## src/rtl/alu_arbiter.sv

```systemverilog
// Two-requester round-robin arbiter in front of a shared combinational ALU.
// One transaction in flight at a time: grant in IDLE, operate in EXEC, hold the result in RESP.
module alu_arbiter (
  input  logic        iClk,
  input  logic        nRst,
  input  logic        iReqV0,
  input  logic        iReqV1,
  input  logic [3:0]  iOp0,
  input  logic [3:0]  iOp1,
  input  logic [31:0] iA0,
  input  logic [31:0] iA1,
  input  logic [31:0] iB0,
  input  logic [31:0] iB1,
  output logic        oReqR0,
  output logic        oReqR1,
  output logic [3:0]  oAluOP,
  output logic [31:0] oAluA,
  output logic [31:0] oAluB,
  input  logic [31:0] iAluC,
  output logic        oRspV0,
  output logic        oRspV1,
  output logic [31:0] oRspC,
  input  logic        iRspR0,
  input  logic        iRspR1
);

  typedef enum logic [1:0] {
    IDLE = 2'd0,
    EXEC = 2'd1,
    RESP = 2'd2
  } state_t;

  state_t state;
  logic   owner;     // requester that owns the transaction in flight
  logic   ptr;       // requester favoured when both are valid
  logic   grant0;
  logic   grant1;
  logic   rsp_done;

  // NOTE: every variable written in an always_comb gets a default first, so no path infers a latch.
  always_comb begin
    grant0 = 1'b0;
    grant1 = 1'b0;
    // Grants are masked while reset is held so no requester sees an ack that cannot be taken.
    if (state == IDLE && nRst) begin
      if (iReqV0 && (!iReqV1 || !ptr)) begin
        grant0 = 1'b1;
      end else if (iReqV1) begin
        grant1 = 1'b1;
      end
    end
  end

  assign oReqR0   = grant0;
  assign oReqR1   = grant1;
  assign rsp_done = (state == RESP) && (owner ? iRspR1 : iRspR0);

  // NOTE: sequential state uses non-blocking assignments only, so every register sees pre-edge values.
  always_ff @(posedge iClk or negedge nRst) begin
    if (!nRst) begin
      state  <= IDLE;
      owner  <= 1'b0;
      ptr    <= 1'b0;
      oAluOP <= 4'h0;
      oAluA  <= 32'h0;
      oAluB  <= 32'h0;
      oRspC  <= 32'h0;
      oRspV0 <= 1'b0;
      oRspV1 <= 1'b0;
    end else begin
      case (state)
        IDLE: begin
          if (grant0) begin
            oAluOP <= iOp0;
            oAluA  <= iA0;
            oAluB  <= iB0;
            owner  <= 1'b0;
            state  <= EXEC;
          end else if (grant1) begin
            oAluOP <= iOp1;
            oAluA  <= iA1;
            oAluB  <= iB1;
            owner  <= 1'b1;
            state  <= EXEC;
          end
        end
        EXEC: begin
          oRspC  <= iAluC;
          oRspV0 <= ~owner;
          oRspV1 <= owner;
          state  <= RESP;
        end
        RESP: begin
          // Only the owner's ready completes the response; the other ready is ignored.
          if (rsp_done) begin
            oRspV0 <= 1'b0;
            oRspV1 <= 1'b0;
            ptr    <= ~owner;
            state  <= IDLE;
          end
        end
        default: state <= IDLE;
      endcase
    end
  end

endmodule

```

## config.mk

```make
export PLATFORM = sky130hd
export DESIGN_NAME = alu_arbiter
export DESIGN_NICKNAME = d
export VERILOG_FILES = /design/src/rtl/alu_arbiter.sv
export SDC_FILE = /design/constraint.sdc
export NUM_CORES = 1
export LEC_CHECK = 0
export BUFFER_PORTS_ARGS = -buffer_cell sky130_fd_sc_hd__buf_4
export CAP_MARGIN = 25
export CORE_MARGIN = 8
export CORE_UTILIZATION = 23
export CTS_CLUSTER_DIAMETER = 150
export DETAILED_ROUTE_END_ITERATION = 10
export PLACE_DENSITY = 0.58
export SLEW_MARGIN = 15
export SYNTH_ARGS = -nofsm -noshare
export SYNTH_HDL_FRONTEND = slang
export SYNTH_SLANG_ARGS = --single-unit
export TNS_END_PERCENT = 20
```

## constraint.sdc

```tcl
create_clock -name iClk -period 1.5 [get_ports iClk]
set_input_delay 0.3 -clock iClk [delete_from_list [all_inputs] [get_ports iClk]]
set_output_delay 0.3 -clock iClk [all_outputs]
set_load 0.1 [all_outputs]
```

==> results of run 1 <==
-- metal layers --
layer  vias to the layer above  wire length [µm]  global-route usage  share of wire
met5                         -                 0                   0              0
met4                         0               575             0.05296          0.026
met3                        35              1933             0.06016          0.086
met2                       238             10410              0.2471           0.46
met1                      2581              9523              0.2002           0.42
li1                       2616                 -                   -              -
-- cells by family after synthesis --
family,after synthesis
AND/OR/NAND/NOR,183
flip-flops,106
buffers and inverters,65
AO/OA/AOI/OAI,215
-- stage by stage --
stage	worst slack (ns)	std cells	setup TNS (ns)	util	instance area, µm²
after floorplan	-0.4898	569	-1.919	-	4984
after global placement	-0.2157	1088	-7.961	0.3539	7462
after detailed placement	-0.2175	1088	-9.540	0.3539	7462
after CTS	-0.4029	1127	-11.38	0.3950	8330
after global routing	-0.4038	1137	-21.13	0.4096	8638
final	-0.3460	1137	-16.42	0.4096	8638
-- registers in the layout, indices dropped and copies added (netlist names) --
name	count
oRspC	32
oRspV1	1
ptr	1
oAluA	32
owner	1
state	2
oAluB	32
oAluOP	4
oRspV0	1
-- worst max path at each step --
stage	from	endpoint	slack [ns]	depth (start not counted)
2_1_floorplan	state[1]	oReqR0	-0.49	6
3_3_place_gp	nRst	oReqR0	-0.22	4
3_5_place_dp	nRst	oReqR0	-0.22	4
4_1_cts	state[1]	oReqR0	-0.40	3
5_1_grt	state[0]	oReqR0	-0.40	3
6_report	state[0]	oReqR0	-0.35	3
-- layout make-up --
cell class	count	area [µm²]
clock buffer	9	225.2
clock inverter	7	90.09
fill	2122	12450
inverter	3	11.26
multi-input combinational	398	2207
sequential	106	2653
tap	275	344.1
timing repair buffer	339	3108
-- cells in the mapped netlist (2+ instances only) --
cell                       number
sky130_fd_sc_hd__nand3b_1       2
sky130_fd_sc_hd__nand3_1       70
sky130_fd_sc_hd__dfrtp_1      106
sky130_fd_sc_hd__buf_4          2
sky130_fd_sc_hd__buf_2         18
sky130_fd_sc_hd__o21ai_1       18
sky130_fd_sc_hd__buf_6          5
sky130_fd_sc_hd__clkbuf_1      34
sky130_fd_sc_hd__nor2b_1        2
sky130_fd_sc_hd__clkbuf_2       2
sky130_fd_sc_hd__nand2_1      101
sky130_fd_sc_hd__a21oi_1       73
sky130_fd_sc_hd__inv_1          3
sky130_fd_sc_hd__a31oi_1       68
sky130_fd_sc_hd__o21ai_0       51
sky130_fd_sc_hd__nand2b_1       2
-- cells in the final DEF (no fill, tap or decap), drive strengths merged, types with 2 or more instances in the layout --
cell type	synthesis	final
nand3b	2	2
inv	3	8
nand2b	2	2
a31oi	68	68
buf	26	334
nor2	2	2
a21oi	73	73
clkbuf	36	13
nor2b	2	2
dfrtp	106	106
o21ai	69	69
nand3	70	70
nand2	101	101
-- worst max-delay path, cell delays in order (launching register included) --
cell and delay (ns):
sky130_fd_sc_hd__dfrtp_1 0.41, sky130_fd_sc_hd__or3b_4 0.43, sky130_fd_sc_hd__nor2_4 0.17, sky130_fd_sc_hd__buf_12 0.20
-- repair_timing --
item / in CTS / in global routing
hold buffers: 1 / 0
pin swaps: 12 / 15
setup endpoints to repair: 71 / 72
hold endpoints to repair: 5 / 0
buffers inserted: 11 / 6
cloned: 11 / 7
resized for setup: 32 / 39
==> impl_summary.txt, run 1 <==
----------------------------------------------------
[Flow run]
  Max-cap viol count ... 0

[Layout]
  Fraction of layout cells with a size suffix above 1 ... 0.4513
  Final-stage net count ... a little over 1000
  Layout overhead on the synthesized area ... 73.99%
  Diodes inserted ... 0

[Synthesis]
  Synth unique cells ... 28
  Adder-cell area share of the yosys netlist ... 0
  Dominant combinational cell family by area after synthesis ... compound AO/OA/AOI/OAI gates
  Simple-gate share of the synthesized area ... 0.1638
  Fraction of synthesis flops using an asynchronous set or reset pin ... 1.000
  Share of cell area taken by muxes after synthesis ... 0
  Xor/xnor cell area share of the yosys netlist ... 0
  Synth Area in Compound Gates ... 0.2387
  Count of yosys warnings during synthesis ... 0
  Fraction of synthesized cell area taken by the top area cell type ... 0.5343
  Top cells by area in the synthesized netlist ... sky130_fd_sc_hd__dfrtp_1, sky130_fd_sc_hd__a31oi_1, sky130_fd_sc_hd__nand2_1
  Cell area after synthesis ... ~5000 µm²
  Post-Synthesis Mean Instance Area ... between 8 and 9 µm²
  Library cell with the largest summed area after synthesis ... sky130_fd_sc_hd__dfrtp_1
  Number of enable-type register cells in the synthesized netlist ... 0
  Net Count, Synth ... approximately 740
  Share of the yosys chip area belonging to registers ... 0.5343
  FF+latch count, synth ... between 100 and 150
  Synth Instances ... roughly 570
  Main flop type after synthesis ... sky130_fd_sc_hd__dfrtp_1

[Timing]
  Final worst-path cycle share ... 1.231
  Setup slack of the critical path after layout ... -0.3460 ns
  Final worst clock skew ... about 0.015 ns
  Final Slew Violations ... 0
  Unrepaired setup endpoints after global routing ... true
  Maximum clock frequency ... between 500 and 600 MHz
  Total count of hold-check failures in the final report ... 0
  Minimum period implied by the final worst setup slack ... between 1.5 and 2 ns
  Min Hold Slack ... between 0.05 and 0.06 ns
  Slew margin rel. ... 0.6067
  Finish-stage setup viols ... 72
  Tightest Pin Transition ... 0.5899 ns

[Worst setup path]
  Kind of capture point of the worst setup path ... primary output
  Arrival @ worst endpoint ... 1.55 ns
  Startpoint-to-endpoint class of the critical path ... flop to primary output
  Worst reg2reg path startpoint ... state[0]
  Reg-to-reg slack, setup ... -0.33 ns
  WP data required ... between 1 and 1.5 ns
  Crit Reg-Reg Endpoint ... oAluB[25]
  Maximum fanout along the worst path ... 3
  CP Launch Type ... flop
  Worst r2r path cells ... 10

[Routing]
  Average detailed-routed wire length per instance ... 19.74 µm
  Overall via count from detail_route ... ~5500
  Number of antenna-violating nets in the routed design ... 0
  Total wire length after detailed routing ... 22450 µm
  Via-per-instance ratio ... just under 5
  Pre-Repair DR Iteration Count ... 4
  DRC violation count after routing ... 0
  Number of DRC markers after the initial detailed-route iteration ... 336

[Die]
  Core Area ... ~21000 µm²
  Width of the die ... about 160 µm
  Initial core utilization ... 0.2354
  Number of placement rows ... between 50 and 60
  Area of the die ... approximately 27000 µm²
  Chip Height ... 162.9 µm
  Io pins ... roughly 280

[Clock network]
  Number of clock sinks ... 106
  Clk Latency, worst-skew pair ... 0.35 ns
  Maximum buffer depth of the clock tree ... 2
  Clk Tree Root Cell ... sky130_fd_sc_hd__clkbuf_16
  CTS tree ... yes
  H-Tree Depth ... 3
  TritonCTS buffer count ... 9
  Clock Pin Slew Worst Setup and Hold Paths ... around 0.080 ns

[Global routing]
  Residual overflow from global routing ... 0
  Initial antenna violation count ... 0
  Global-route wire length before repair ... between 30000 and 40000 µm
  Maximum number of pins on one net before global-route repair ... 69
  GRT Resource Usage Total ... 0.1593
  Via count of the first global-routing pass ... 5657

[Placed design]
  Gp weighted congestion ... about 0.73
  Count of input and output buffers ... around 280
  Detailed placer's ending HPWL ... between 10000 and 15000 µm

[Run status]
  Run status ... finished with violations
  Failing checks ... setup timing

[Min path]
  Path type of the worst min-delay path ... primary input to asynchronous set/reset pin

----------------------------------------------------
Power of run 1 is left out: the tool's default activity adds up to more than one toggle a clock period on the data nets, which glitch-free logic cannot reach.
==> run 2, diff against run 1 <==
Settings changed: CORE_MARGIN 8 to 4, SKIP_LAST_GASP from default to 1.
==> run 2 against run 1 <==
Flip-flop and latch count unchanged. Sequential share of layout area up 0.47 points. The flow still finishes with violations (setup timing). Critical path type unchanged. Clock skew down 0.00081 ns.
==> impl_summary.txt, run 2 (synthesis results as in run 1) <==
----------------------------------------------------
[Run status]
  Run status ... finished with violations
  Failing checks ... setup timing

[Worst setup path]
  Maximum fanout along the worst path ... 3 (unchanged)
  Worst reg2reg path startpoint ... state[0]
  Crit Reg-Reg Endpoint ... oAluOP[2]
  Worst r2r path cells ... 9 (-1)
  CP Launch Type ... flop
  Startpoint-to-endpoint class of the critical path ... flop to primary output
  WP data required ... 1.20 ns (about the same)
  Reg-to-reg slack, setup ... -0.29 ns (+0.04 ns)
  Arrival @ worst endpoint ... 1.51 ns (-0.04 ns)
  Kind of capture point of the worst setup path ... primary output

[Min path]
  Path type of the worst min-delay path ... primary input to asynchronous set/reset pin

[Timing]
  Total count of hold-check failures in the final report ... 0 (unchanged)
  Tightest Pin Transition ... 0.8862 ns (+0.2963 ns)
  Finish-stage setup viols ... 72 (unchanged)
  Setup slack of the critical path after layout ... -0.3066 ns (+0.03948 ns)
  Minimum period implied by the final worst setup slack ... 1.807 ns (-0.03948 ns)
  Final worst-path cycle share ... 1.204 (-0.02632)
  Final Slew Violations ... 0 (unchanged)
  Slew margin rel. ... 0.4092 (-0.1976)
  Maximum clock frequency ... 553.5 MHz (+2.2%)
  Unrepaired setup endpoints after global routing ... true
  Final worst clock skew ... 0.01462 ns (-0.0008086 ns)

[Layout]
  Commonest cells after routing, fill and taps aside ... sky130_fd_sc_hd__buf_4, sky130_fd_sc_hd__dfrtp_1, sky130_fd_sc_hd__nand2_1
  Layout overhead on the synthesized area ... 71.37%
  Fraction of layout cells with a size suffix above 1 ... 0.4355 (-0.01574)
  Final-stage net count ... 1030 (-0.097%)
  Top Registers ... oAluA: 32 flops, oAluB: 32 flops, oRspC: 32 flops
  Diodes inserted ... 0 (unchanged)
  Leading cell type in the layout, fill and taps excluded ... sky130_fd_sc_hd__buf_4
  Number of fill cells ... 2154 (+1.5%)

[Clock network]
  H-Tree Depth ... 3 (unchanged)
  TritonCTS buffer count ... 9 (unchanged)
  Clk Latency, worst-skew pair ... 0.35 ns (about the same)
  Maximum buffer depth of the clock tree ... 2 (unchanged)
  Clk Tree Root Cell ... sky130_fd_sc_hd__clkbuf_16
  CTS tree ... yes
  Number of clock sinks ... 106 (unchanged)
  Clock Pin Slew Worst Setup and Hold Paths ... 0.07 ns (about the same)

[Routing]
  Number of antenna-violating nets in the routed design ... 0 (unchanged)
  Number of DRC markers after the initial detailed-route iteration ... 198 (-41%)
  Via-per-instance ratio ... 4.751 (-1.2%)
  Pre-Repair DR Iteration Count ... 4 (unchanged)
  Average detailed-routed wire length per instance ... 17.84 µm (-9.6%)
  DRC violation count after routing ... 0 (unchanged)
  Total wire length after detailed routing ... 20270 µm (-9.7%)
  Overall via count from detail_route ... 5397 (-1.3%)

[Global routing]
  Initial antenna violation count ... 0 (unchanged)
  Via count of the first global-routing pass ... 5434 (-3.9%)
  Maximum number of pins on one net before global-route repair ... 69 (unchanged)
  GRT Resource Usage Total ... 0.1555 (-0.003818)
  Residual overflow from global routing ... 0 (unchanged)
  Global-route wire length before repair ... 30060 µm (-9.0%)

[Flow run]
  Max-cap viol count ... 0 (unchanged)

[Die]
  Chip Height ... 154.9 µm (-4.9%)
  Number of placement rows ... 53 (unchanged)
  Width of the die ... 154.9 µm (-4.9%)
  Area of the die ... 24000 µm² (-9.6%)
  Core Area ... 21150 µm² (+0.31%)
  Io pins ... 278 (unchanged)
  Initial core utilization ... 0.2347 (-0.0007380)

[Placed design]
  Gp weighted congestion ... 0.7614 (+4.6%)
  Detailed placer's ending HPWL ... 13160 µm (-7.7%)
  Setup slack after placement ... -0.2302 ns (-0.01271 ns)
  Count of input and output buffers ... 277 (unchanged)

----------------------------------------------------
## run 2: layout make-up
class	instances	area, µm²	share of cell area
well taps	275	344.1	0.04044
multi-input cells	398	2172	0.2553
inverters	3	11.26	0.001324
clock inverters	5	86.33	0.01015
repair buffers	338	2999	0.3525
clock buffers	11	242.7	0.02853
flip-flops and latches	106	2653	0.3118
## run 2: timing repair
item | 4_1_cts | 5_1_grt
hold buffers | 1 | 0
pin swaps | 2 | 4
gates resized for setup | 17 | 26
buffers inserted | 7 | 9
endpoints found under the hold margin | 3 | 0
gates cloned | 4 | 7
setup endpoints to repair | 71 | 72
## run 2: per-layer routing
layer / wire length, µm / up-vias / global-route usage
li1: - / 2602 / -
met1: 8970 / 2560 / 0.2068
met2: 9171 / 217 / 0.2464
met3: 1803 / 18 / 0.04896
met4: 320 / 0 / 0.03995
met5: 0 / - / 0
## run 2: stage by stage
step / cell area [µm²] / TNS, ns / hold WS (ns) / utilization / instances
2_1_floorplan: 4984 / -1.919 / 0.004409 / - / 569
4_1_cts: 8120 / -11.75 / 0.04791 / 0.3839 / 1120
3_3_place_gp: 7530 / -8.171 / 0.3159 / 0.3559 / 1092
5_1_grt: 8508 / -22.28 / 0.07084 / 0.4022 / 1136
6_report: 8508 / -17.58 / 0.03654 / 0.4022 / 1136
3_5_place_dp: 7530 / -10.23 / 0.3279 / 0.3559 / 1092
## run 2: how the worst max path moves through the flow
stage / slack (ns) / cells past startpoint / startpoint / endpoint
floorplan: -0.49 / 6 / state[1] / oReqR0
global placement: -0.19 / 5 / nRst / oAluA[25]
detailed placement: -0.23 / 5 / nRst / oAluB[31]
CTS: -0.32 / 5 / state[1] / oReqR1
global route: -0.37 / 3 / state[1] / oReqR0
finish: -0.31 / 3 / state[1] / oReqR0
## run 2: critical path, cell delays in order, from the launching register on
cell and delay [ns]:
sky130_fd_sc_hd__dfrtp_1 0.39, sky130_fd_sc_hd__or3b_4 0.43, sky130_fd_sc_hd__nor2_4 0.15, sky130_fd_sc_hd__buf_12 0.18
Power of run 2 is left out for the same reason.
==> run 3, diff against run 2 <==
Settings changed: CTS_CLUSTER_DIAMETER 150 to default, TNS_END_PERCENT 20 to 100.
==> run 3 against run 2 <==
The flow still finishes with violations (setup timing). Via count rose by 5.6%. Design area up 9.9%. Register-to-register slack is essentially flat. Global-route usage rose by 1.6 points. Sequential share of layout area fell by 2.8 points. Maximum frequency is 3.5% lower. Final cell count up 1.7%. Clock skew shrank 0.0030 ns. Hold slack gained 0.094 ns. Clock-buffer cell count is 2 lower. Critical path type unchanged. Largest cell class unchanged.
==> impl_summary.txt, run 3 (synthesis results as in run 1) <==
----------------------------------------------------
[Global routing]
  Initial antenna violation count ... 0 (unchanged)
  Residual overflow from global routing ... 0 (unchanged)
  GRT Resource Usage Total ... 0.1715 (+0.01600)
  Global-route wire length before repair ... 32100 µm (+6.8%)
  Maximum number of pins on one net before global-route repair ... 53 (-23%)
  Via count of the first global-routing pass ... 5586 (+2.8%)

[Timing]
  Slew margin rel. ... 0.5320 (+0.1228)
  Tightest Pin Transition ... 0.7020 ns (-0.1842 ns)
  Final worst-path cycle share ... 1.248 (+0.04371)
  Setup slack of the critical path after layout ... -0.3721 ns (-0.06557 ns)
  Final Slew Violations ... 0 (unchanged)
  Unrepaired setup endpoints after global routing ... true
  Maximum clock frequency ... 534.2 MHz (-3.5%)
  Final worst clock skew ... 0.01167 ns (-0.002954 ns)
  Finish-stage setup viols ... 70 (-2.8%)
  Minimum period implied by the final worst setup slack ... 1.872 ns (+0.06557 ns)
  Total Negative Setup Slacks ... -14.69 ns (+2.895 ns)
  Total count of hold-check failures in the final report ... 0 (unchanged)

[Layout]
  Final non-filler cell area ... 9353 µm² (+9.9%)
  Fraction of layout cells with a size suffix above 1 ... 0.5250 (+0.08946)
  Diodes inserted ... 0 (unchanged)
  Layout overhead on the synthesized area ... 88.38%
  Final-stage net count ... 1049 (+1.8%)
  Top Registers ... oAluA: 32 flops, oAluB: 32 flops, oRspC: 32 flops
  Leading cell type in the layout, fill and taps excluded ... sky130_fd_sc_hd__buf_4
  Commonest cells after routing, fill and taps aside ... sky130_fd_sc_hd__buf_4, sky130_fd_sc_hd__dfrtp_1, sky130_fd_sc_hd__nand2_1

[Worst setup path]
  Worst r2r path cells ... 6 (-3)
  Reg-to-reg slack, setup ... -0.28 ns (about the same)
  Worst reg2reg path startpoint ... state[0]
  Kind of capture point of the worst setup path ... primary output
  Critical Path Source ... state[0]
  WP data required ... 1.20 ns (about the same)
  Startpoint-to-endpoint class of the critical path ... flop to primary output
  Crit Reg-Reg Endpoint ... oAluB[28]
  Arrival @ worst endpoint ... 1.57 ns (+0.06 ns)
  CP Launch Type ... flop
  Capturing element of the worst setup path ... oReqR0
  Maximum fanout along the worst path ... 2 (-1)

[Clock network]
  TritonCTS buffer count ... 9 (unchanged)
  Clock Pin Slew Worst Setup and Hold Paths ... 0.08 ns (about the same)
  H-Tree Depth ... 3 (unchanged)
  Clk Tree Root Cell ... sky130_fd_sc_hd__clkbuf_16
  Maximum buffer depth of the clock tree ... 2 (unchanged)
  Number of clock sinks ... 106 (unchanged)
  Clk Latency, worst-skew pair ... 0.35 ns (about the same)
  CTS tree ... yes

[Placed design]
  Count of input and output buffers ... 277 (unchanged)
  Area after DPL ... 7505 µm² (-0.33%)
  Setup slack after placement ... -0.1813 ns (+0.04889 ns)
  Detailed placer's ending HPWL ... 13530 µm (+2.9%)
  Gp weighted congestion ... 0.7816 (+2.7%)

[Die]
  Core Area ... 21150 µm² (unchanged)
  Number of placement rows ... 53 (unchanged)
  Chip Height ... 154.9 µm (unchanged)
  Io pins ... 278 (unchanged)
  Area of the die ... 24000 µm² (unchanged)
  Width of the die ... 154.9 µm (unchanged)
  Initial core utilization ... 0.2347 (unchanged)

[Routing]
  Number of DRC markers after the initial detailed-route iteration ... 257 (+30%)
  Total wire length after detailed routing ... 22750 µm (+12%)
  DRC violation count after routing ... 0 (unchanged)
  Average detailed-routed wire length per instance ... 19.69 µm (+10%)
  Number of antenna-violating nets in the routed design ... 0 (unchanged)
  Via-per-instance ratio ... 4.934 (+3.9%)
  Pre-Repair DR Iteration Count ... 5 (+1)
  Overall via count from detail_route ... 5699 (+5.6%)

[Min path]
  Path type of the worst min-delay path ... primary input to flop

[Run status]
  Failing checks ... setup timing
  Run status ... finished with violations

[Flow run]
  Max-cap viol count ... 0 (unchanged)

----------------------------------------------------
[run 3: per-layer routing]
metal	track usage	up-vias	routed length (µm)
li1	-	2646	-
met1	0.2217	2742	9453
met2	0.2841	278	10910
met3	0.04339	33	1831
met4	0.05046	0	550
met5	0	-	0
[run 3: stage by stage]
step | utilization | cells | hold WS, ns
after global placement | 0.3548 | 1092 | 0.2113
final | 0.4421 | 1155 | 0.1301
after global routing | 0.4421 | 1155 | 0.1219
after CTS | 0.4130 | 1150 | 0.1124
after detailed placement | 0.3548 | 1092 | 0.2117
after floorplan | - | 569 | 0.004409
[run 3: layout make-up]
cell class                 instances  area [µm²]
clock buffer                       9       225.2
tap                              275       344.1
multi-input combinational        398        2629
clock inverter                     7       75.07
fill                            2052       11800
timing repair buffer             357        3416
sequential                       106        2653
inverter                           3       11.26
[run 3: how the worst min path moves through the flow]
stage | start | endpoint | slack [ns] | cells after the start
final | iAluC[26] | oRspC[26] | 0.13 | 3
after CTS | iAluC[26] | oRspC[26] | 0.11 | 3
after floorplan | nRst | oAluA[0] | 0.004 | 0
after detailed placement | nRst | state[0] | 0.21 | 2
after global placement | nRst | oAluA[13] | 0.21 | 2
after global routing | iAluC[25] | oRspC[25] | 0.12 | 3
[run 3: worst max-delay path, stage by stage (launching register included)]
cell                      delay [ns]
sky130_fd_sc_hd__dfrtp_1        0.40
sky130_fd_sc_hd__buf_6          0.12
sky130_fd_sc_hd__or3b_4         0.39
sky130_fd_sc_hd__nor2_4         0.12
sky130_fd_sc_hd__buf_12         0.18
[run 3: timing repair]
item	CTS	global route
setup endpoints to repair	71	72
endpoints found under the hold margin	4	0
gates resized for setup	60	134
buffers inserted	25	8
gates cloned	16	7
pin swaps	32	34
hold buffers	1	0
Power of run 3 is left out for the same reason.
